===== src/rtl/ttt_board_ctrl_pkg.sv =====
// Shared cell/error encodings, FSM state type and winning-line table for the tic-tac-toe board.
package ttt_board_ctrl_pkg;

  localparam int unsigned NumCells = 9;
  localparam int unsigned BoardW   = 2 * NumCells;

  localparam logic [1:0] CELL_EMPTY = 2'd0;
  localparam logic [1:0] CELL_X     = 2'd1;
  localparam logic [1:0] CELL_O     = 2'd2;

  localparam logic [2:0] ERR_NONE     = 3'd0;
  localparam logic [2:0] ERR_OCCUPIED = 3'd1;
  localparam logic [2:0] ERR_RANGE    = 3'd2;
  localparam logic [2:0] ERR_VALUE    = 3'd3;
  localparam logic [2:0] ERR_TURN     = 3'd4;
  localparam logic [2:0] ERR_OVER     = 3'd5;

  typedef enum logic [1:0] {
    StPlay,
    StCheck,
    StDone
  } state_e;

  // Rows, columns, then the two diagonals, as row-major cell indices.
  localparam logic [3:0] WinLines [8][3] = '{
    '{4'd0, 4'd1, 4'd2},
    '{4'd3, 4'd4, 4'd5},
    '{4'd6, 4'd7, 4'd8},
    '{4'd0, 4'd3, 4'd6},
    '{4'd1, 4'd4, 4'd7},
    '{4'd2, 4'd5, 4'd8},
    '{4'd0, 4'd4, 4'd8},
    '{4'd2, 4'd4, 4'd6}
  };

endpackage


===== src/rtl/ttt_win_detect.sv =====
// Combinational three-in-a-row detector: flags a win and reports the winning cell value.
module ttt_win_detect
  import ttt_board_ctrl_pkg::*;
(
  input  logic [BoardW-1:0] board_i,
  output logic              win_o,
  output logic [1:0]        winner_o
);

  logic [1:0] cells [NumCells];

  always_comb begin
    for (int i = 0; i < NumCells; i++) begin
      cells[i] = board_i[2*i +: 2];
    end
  end

  always_comb begin
    win_o    = 1'b0;
    winner_o = CELL_EMPTY;
    for (int l = 0; l < 8; l++) begin
      if ((cells[WinLines[l][0]] != CELL_EMPTY) &&
          (cells[WinLines[l][0]] == cells[WinLines[l][1]]) &&
          (cells[WinLines[l][0]] == cells[WinLines[l][2]])) begin
        win_o    = 1'b1;
        winner_o = cells[WinLines[l][0]];
      end
    end
  end

endmodule


===== src/rtl/ttt_board_ctrl.sv =====
// Tic-tac-toe board controller: edge-detects submit, validates and applies moves, detects win/draw.
// Define TURN_CHECK_EN to enforce X/O alternation starting from FIRST_PLAYER.
module ttt_board_ctrl
  import ttt_board_ctrl_pkg::*;
#(
  parameter logic [1:0]  FIRST_PLAYER = CELL_X,
  parameter int unsigned NUM_CELLS    = 9
) (
  input  logic        clk,
  input  logic        reset_n,
  input  logic [3:0]  update_loc,
  input  logic [1:0]  update_val,
  input  logic        submit,
  input  logic        game_reset,
  output logic [17:0] board,
  output logic        move_ok,
  output logic        move_err,
  output logic [2:0]  err_code,
  output logic [3:0]  move_count,
  output logic        game_over,
  output logic [1:0]  winner
);

  state_e            state_q, state_d;
  logic [BoardW-1:0] board_q, board_d;
  logic [3:0]        move_count_q, move_count_d;
  logic              game_over_q, game_over_d;
  logic [1:0]        winner_q, winner_d;
  logic [2:0]        err_code_q, err_code_d;
  logic              move_ok_q, move_ok_d;
  logic              move_err_q, move_err_d;
  logic              pending_q, pending_d;
  logic              submit_q;

`ifdef TURN_CHECK_EN
  logic [1:0]        turn_q, turn_d;
`else
  logic              unused_first_player;
  assign unused_first_player = ^FIRST_PLAYER;
`endif

  logic       sub_rise;
  logic       req;
  logic [1:0] cur_cell;
  logic [2:0] chk_err;
  logic       win;
  logic [1:0] win_val;

  assign sub_rise = submit & ~submit_q;
  assign req      = sub_rise | pending_q;

  ttt_win_detect u_win_detect (
    .board_i  (board_q),
    .win_o    (win),
    .winner_o (win_val)
  );

  // Move validation; earlier checks take priority.
  always_comb begin
    cur_cell = CELL_EMPTY;
    for (int i = 0; i < NumCells; i++) begin
      if (update_loc == 4'(i)) cur_cell = board_q[2*i +: 2];
    end
    chk_err = ERR_NONE;
    if (32'(update_loc) >= NUM_CELLS) begin
      chk_err = ERR_RANGE;
    end else if ((update_val != CELL_X) && (update_val != CELL_O)) begin
      chk_err = ERR_VALUE;
`ifdef TURN_CHECK_EN
    end else if (update_val != turn_q) begin
      chk_err = ERR_TURN;
`endif
    end else if (cur_cell != CELL_EMPTY) begin
      chk_err = ERR_OCCUPIED;
    end
  end

  always_comb begin
    state_d      = state_q;
    board_d      = board_q;
    move_count_d = move_count_q;
    game_over_d  = game_over_q;
    winner_d     = winner_q;
    err_code_d   = err_code_q;
    move_ok_d    = 1'b0;
    move_err_d   = 1'b0;
    pending_d    = pending_q;
`ifdef TURN_CHECK_EN
    turn_d       = turn_q;
`endif

    if (game_reset) begin
      state_d      = StPlay;
      board_d      = '0;
      move_count_d = 4'd0;
      game_over_d  = 1'b0;
      winner_d     = CELL_EMPTY;
      err_code_d   = ERR_NONE;
      pending_d    = 1'b0;
`ifdef TURN_CHECK_EN
      turn_d       = FIRST_PLAYER;
`endif
    end else begin
      unique case (state_q)
        StPlay: begin
          if (req) begin
            pending_d = 1'b0;
            if (chk_err == ERR_NONE) begin
              for (int i = 0; i < NumCells; i++) begin
                if (update_loc == 4'(i)) board_d[2*i +: 2] = update_val;
              end
              move_count_d = move_count_q + 4'd1;
              move_ok_d    = 1'b1;
              err_code_d   = ERR_NONE;
              state_d      = StCheck;
`ifdef TURN_CHECK_EN
              turn_d       = (turn_q == CELL_X) ? CELL_O : CELL_X;
`endif
            end else begin
              move_err_d = 1'b1;
              err_code_d = chk_err;
            end
          end
        end
        StCheck: begin
          // An edge seen while evaluating is replayed on the next PLAY/DONE cycle.
          if (sub_rise) pending_d = 1'b1;
          if (win) begin
            game_over_d = 1'b1;
            winner_d    = win_val;
            state_d     = StDone;
          end else if (move_count_q == 4'(NumCells)) begin
            game_over_d = 1'b1;
            winner_d    = CELL_EMPTY;
            state_d     = StDone;
          end else begin
            state_d = StPlay;
          end
        end
        StDone: begin
          if (req) begin
            pending_d  = 1'b0;
            move_err_d = 1'b1;
            err_code_d = ERR_OVER;
          end
        end
        default: state_d = StPlay;
      endcase
    end
  end

  always_ff @(posedge clk or negedge reset_n) begin
    if (!reset_n) begin
      state_q      <= StPlay;
      board_q      <= '0;
      move_count_q <= 4'd0;
      game_over_q  <= 1'b0;
      winner_q     <= CELL_EMPTY;
      err_code_q   <= ERR_NONE;
      move_ok_q    <= 1'b0;
      move_err_q   <= 1'b0;
      pending_q    <= 1'b0;
      submit_q     <= 1'b0;
`ifdef TURN_CHECK_EN
      turn_q       <= FIRST_PLAYER;
`endif
    end else begin
      state_q      <= state_d;
      board_q      <= board_d;
      move_count_q <= move_count_d;
      game_over_q  <= game_over_d;
      winner_q     <= winner_d;
      err_code_q   <= err_code_d;
      move_ok_q    <= move_ok_d;
      move_err_q   <= move_err_d;
      pending_q    <= pending_d;
      submit_q     <= game_reset ? 1'b0 : submit;
`ifdef TURN_CHECK_EN
      turn_q       <= turn_d;
`endif
    end
  end

  assign board      = board_q;
  assign move_ok    = move_ok_q;
  assign move_err   = move_err_q;
  assign err_code   = err_code_q;
  assign move_count = move_count_q;
  assign game_over  = game_over_q;
  assign winner     = winner_q;

endmodule


===== config.mk =====
export PLATFORM = sky130hd
export DESIGN_NAME = ttt_board_ctrl
export DESIGN_NICKNAME = d
export VERILOG_FILES = /design/src/rtl/ttt_board_ctrl_pkg.sv /design/src/rtl/ttt_win_detect.sv /design/src/rtl/ttt_board_ctrl.sv
export SDC_FILE = /design/constraint.sdc
export NUM_CORES = 1
export LEC_CHECK = 0
export BUFFER_PORTS_ARGS = -buffer_cell sky130_fd_sc_hd__buf_2
export CAP_MARGIN = 20
export CORE_UTILIZATION = 56
export DETAILED_ROUTE_END_ITERATION = 8
export GPL_ROUTABILITY_DRIVEN = 0
export HOLD_SLACK_MARGIN = 0.1
export PLACE_DENSITY = 0.76
export REMOVE_ABC_BUFFERS = 1
export SYNTH_ARGS = -nofsm -noshare
export SYNTH_HDL_FRONTEND = slang
export SYNTH_SLANG_ARGS = --single-unit

===== constraint.sdc =====
create_clock -name clk -period 2.6 [get_ports clk]
set_input_delay 0.39 -clock clk [delete_from_list [all_inputs] [get_ports clk]]
set_output_delay 0.39 -clock clk [all_outputs]
set_load 0.01 [all_outputs]

# ---- Word level (Yosys, flattened, before mapping)
# Index checks and enable logic that the tools add are counted.
dict set report word_totals {
  reg_bits 34
  in_bits 10
  out_inout_bits 30
}
dict set report classes {
  n_addsub 1
  n_lt_le_gt_ge 1
  n_eq_ne 35
  muxes 78
  bitwise_logic 3
  reduce_logical 57
}
# cell n
set ops {}
lappend ops {{$mux W2} 37}
lappend ops {{$mux W18} 4}
lappend ops {{$reduce_bool A2 Y1} 19}
lappend ops {{$reduce_and A4 Y1} 9}
lappend ops {{$eq A2 B2 Y1} 16}
lappend ops {{$mux W1} 25}
lappend ops {{$logic_and A1 B1 Y1} 17}
lappend ops {{$eq A4 B3 Y1 const B} 4}
lappend ops {{$mux W4} 4}
lappend ops {{$mux W3} 4}
lappend ops {{$ne A3 B3 Y1 const B} 4}
lappend ops {{$reduce_and A3 Y1} 4}
lappend ops {{$reduce_bool A3 Y1} 3}
lappend ops {{$eq A4 B2 Y1 const B} 2}
lappend ops {{$eq A4 B4 Y1 const B} 2}
lappend ops {{$pmux W2 S3} 1}
lappend ops {{$pmux W3 S2} 1}
lappend ops {{$add A4 B1 Y4 const B} 1}
lappend ops {{$eq A4 B1 Y1 const B} 1}
lappend ops {{$ge A4 B4 Y1 const B} 1}
lappend ops {{$logic_not A4 Y1} 1}
lappend ops {{$ne A2 B2 Y1 const B} 2}
lappend ops {{$pmux W1 S2} 2}
lappend ops {{$logic_not A3 Y1} 1}
lappend ops {{other kinds (10)} 10}

# ---- Longest topological paths before layout
dict set report depth {
  depth_word 19
  depth_mapped 9
  ltp_nobuf 7
}

# ---- Hierarchy
# Synthesis repeated with hierarchy kept, for this count alone.
dict set report hier_totals {
  hier_cells 246
  hier_area_um2 2223.4
}
# mod n_inst cells_each area_per_inst_um2 seq_area_each_um2
set modules_own_cells {}
lappend modules_own_cells {ttt_board_ctrl 1 170 1730.4 850.8}
lappend modules_own_cells {ttt_win_detect 1 76 493.0 0.0}

# ---- Least setup slack after synthesis
# No wires, ideal clock.
dict set report synth_path {
  path_type {register -> register}
  startpoint {register board_q[1] (netlist: board[1])}
  endpoint {register winner_q[1] (netlist: winner[1])}
  t_arrival_ps 2145
  t_required_ps 2479
  path_slack_ps 334
  path_stages_with_launch 9
  period_less_slack_ps 2266
  cell_sequence {dfrtp_1 clkbuf_1 or3_1 a211oi_1 nor3_1 and3_1 a41o_1 nor2b_1 a22o_1}
}
dict set report synth_between {
  elab_chain_len 14
  word_cells_on_any_way 34
}
# item line
set synth_lines {}
lappend synth_lines {{start, declared} ttt_board_ctrl.sv:25} ;# logic [BoardW-1:0] board_q, board_d;
lappend synth_lines {{start signal, assigned} ttt_board_ctrl.sv:169} ;# board_q <= board_d;
lappend synth_lines {{$eq A2 B2 Y1 or $reduce_bool A2 Y1 (tied branches)} {ttt_win_detect.sv:23, ttt_win_detect.sv:22}}
lappend synth_lines {{$logic_and A1 B1 Y1} ttt_win_detect.sv:22} ;# if ((cells[WinLines[l][0]] != CELL_EMPTY) &&
lappend synth_lines {{$logic_and A1 B1 Y1} ttt_win_detect.sv:23} ;# (cells[WinLines[l][0]] == cells[WinLines[l][1]]) &&
lappend synth_lines {{$mux W2 or $mux W1 (tied branches) (8 in a row)} ttt_win_detect.sv:22}
lappend synth_lines {{$mux W2} ttt_board_ctrl.sv:128} ;# if (win) begin
lappend synth_lines {{$mux W2} ttt_board_ctrl.sv:104} ;# unique case (state_q)
lappend synth_lines {{$mux W2} ttt_board_ctrl.sv:92} ;# if (game_reset) begin
lappend synth_lines {{end signal, assigned} ttt_board_ctrl.sv:172} ;# winner_q <= winner_d;
lappend synth_lines {{end, declared} ttt_board_ctrl.sv:28} ;# logic [1:0] winner_q, winner_d;
# Several ways; a longest one is shown, not always the timed one. The select of a mux whose other input is x is not followed.
# A chain may end at the register's enable or synchronous reset.

# ---- Final worst setup path
# Same ends and word-level chain as after synthesis.

==> results.yml <==
status:
  status: "finished, final reports clean"
layout:
  final_cells: 335
  final_layout_size_suffix_gt1_frac: 0.220
  final_common_cell: "buf_2"
  diodes: 0
  area_growth_pct: 14.2
  nNetsFinal: 298
  layout_common_cells: "buf_2 (39), dfrtp_1 (34), nor2_1 (22), inv_1 (18), a21oi_1 (16)"
  fin_area_sq_um: 2520
flow_run:
  max_cap_viol_count: 0
timing:
  maxSlewViolCount: 0
  slew_headroom: 0.502
  worst_pin_slew_ns: 0.747
  fmax_ghz: 0.420
  final.min_clock_period_ns: 2.38
  rsz0062_at_grt: "no"
  fin_skew_ns: 0.00519
  fin_ws_ns: 0.221
  hold-worst-slack_ns: 0.168
  fin_crit_sh: 0.915
  finalHoldViolCount: 0
  tns_ns: 0
  setup_viol: 0
synth:
  synth_edf_count: 0
  synthArstFlopShare: 1.00
  syn_area_per_cell_sq_um: 8.77
  syn_area_sq_um: 2210
  yosysSeqAreaShare: 0.385
  synth_warnings: 0
  yosys_most_used_dff: "dfrtp_1"
  ys_seq_elements: 34
  synthDistinctLibCells: 53
  postSynthCellCount: 252
clock_network:
  cts_tree: "built"
  ctsHoldBuffers: 0
  cts-root-buf: "clkbuf_8"
  clkLatencyLatePin_ns: 0.29
  postCtsResizedCells: 0
  htreeDepth: 2
  numCtsBuffers: 5
  clkTransAtPathRegs_ns: 0.07
  clock-sinks: 34
  cts_buffer_depth: 2
  post_cts_buffers: 0
detailed_routing:
  drt-vias-per-instance: 6.18
  vias: 2069
  wirelength_microns: 5610
  drt.antenna.violating_nets: 0
  drc: 0
  drtPass1Iterations: 4
  wl_per_cell_microns: 16.7
  dr.first_iter.drc_count: 192
grt:
  grt_max_degree: 35
  grt.total_usage: 0.301
  grt_pass1_vias: 1955
  antenna_found_initial: 0
  grt-ovfl-total: 0
  grt_pass1_wl_microns: 9490
setup_path:
  start_kind: "flip-flop"
  worst_ep_arrival_time_ns: 2.56
  worstPathRequired_ns: 2.78
  worstSetupEndpointType: "flip-flop"
  crit_type: "reg2reg"
  crit_fanout: 10
floorplanning:
  core-area_sq_um: 3720
  die_y_microns: 64.8
  die_w_microns: 64.8
  ios: 40
  rows: 22
  dieArea_sq_um: 4200
  start_util: 0.595
place:
  postPlaceCellArea_sq_um: 2410
  port_buffers: 39
  detailed_place_hpwl_microns: 4140
  place_inst: 327
  preCtsSetupSlack_ns: 0.260
pwr:
  ir_drop_mv: 0.342
  p_per_area_nw_per_um2: 450
  total_leakage_power_uw: 0.00116
worst_hold_path:
  hp-class: "in2async"
## metrics by stage
stage                      util  total power [uW]
after floorplan               -               614
final                     0.679              1140
after global routing      0.679              1180
after global placement    0.649               672
after CTS                 0.679              1140
after detailed placement  0.649               674
## critical path: stages, from the launching register on
cell and delay, ns:
dfrtp_1 0.51, or3_1 0.41, a211oi_1 0.36, nor3_1 0.13
and3_1 0.23, a41o_1 0.25, nor2b_1 0.15, a22o_1 0.24
## sequential cells by signal, indices dropped and copies added, names as in the netlist
name / flops
board: 18
move_count: 4
err_code: 3
state_q: 2
winner: 2
game_over: 1
move_err: 1
move_ok: 1
pending_q: 1
submit_q: 1
## cell type report
class / count / area [sq um]
multi-input combinational: 183 / 1200
inverter: 18 / 67.6
tap: 48 / 60.1
fill: 324 / 1190
clock buffer: 5 / 68.8
clock inverter: 3 / 40.0
sequential: 34 / 851
timing repair buffer: 44 / 233
## cell usage after synthesis (2+ instances only)
master	n	share of area
o21bai_1	3	0.010
and2_1	2	0.0057
nand4_1	2	0.0057
ha_1	2	0.011
a31oi_1	4	0.011
nor2_1	22	0.037
buf_6	3	0.015
nor3_1	11	0.025
o2111ai_1	4	0.016
clkbuf_1	12	0.020
a211oi_1	5	0.017
nand2b_1	6	0.017
o31a_1	2	0.0079
or3b_2	2	0.0079
nand2_1	11	0.019
a41oi_1	3	0.012
buf_2	2	0.0045
nor2b_1	9	0.025
o21ai_0	6	0.014
dfrtp_1	34	0.39
a22o_1	2	0.0079
inv_1	18	0.031
and3_1	5	0.014
nor4_1	4	0.011
nand3_1	10	0.023
or3_1	13	0.037
o32ai_1	11	0.044
nand4b_1	3	0.012
a2111oi_0	2	0.0079
a21oi_1	16	0.036
## where the power goes
| group | internal, uW | switching, uW |
|---|---|---|
| Sequential | 537 | 7.81 |
| Clock | 282 | 190 |
| Combinational | 43.5 | 74.9 |
| Total | 863 | 273 |
## logic make-up (layout without fill, tap and decap cells)
kind of cell               after synthesis  in the layout  share of synthesized area
AOI/OAI and AO/OA                       70             70                      0.229
xor gates and xnor gates                 2              2                     0.0113
adders and majority gates                2              2                     0.0113
buffers and inverters                   35             70                     0.0708
DFF                                     34             34                      0.385
muxes                                    2              2                    0.00963
and+or+nand+nor                        107            107                      0.283
## final timing paths
path                            from    endpoint  slack [ns]  cells past startpoint
max reg2reg                 board[1]   winner[1]        0.22                      7
min                          reset_n     move_ok        0.17                      1
max                         board[1]   winner[1]        0.22                      7
min reg2reg                winner[0]   winner[0]        0.49                      1
min in group clk              submit    submit_q        0.33                      2
max in group asynchronous    reset_n  state_q[0]        1.96                      1
## routing by layer
metal / vias to the layer above / part of all wire / track usage
li1: 996 / - / -
met1: 985 / 0.46 / 0.423
met2: 69 / 0.45 / 0.449
met3: 19 / 0.061 / 0.0616
met4: 0 / 0.026 / 0.125
met5: - / 0 / 0
(Power assumes the default switching activity.)
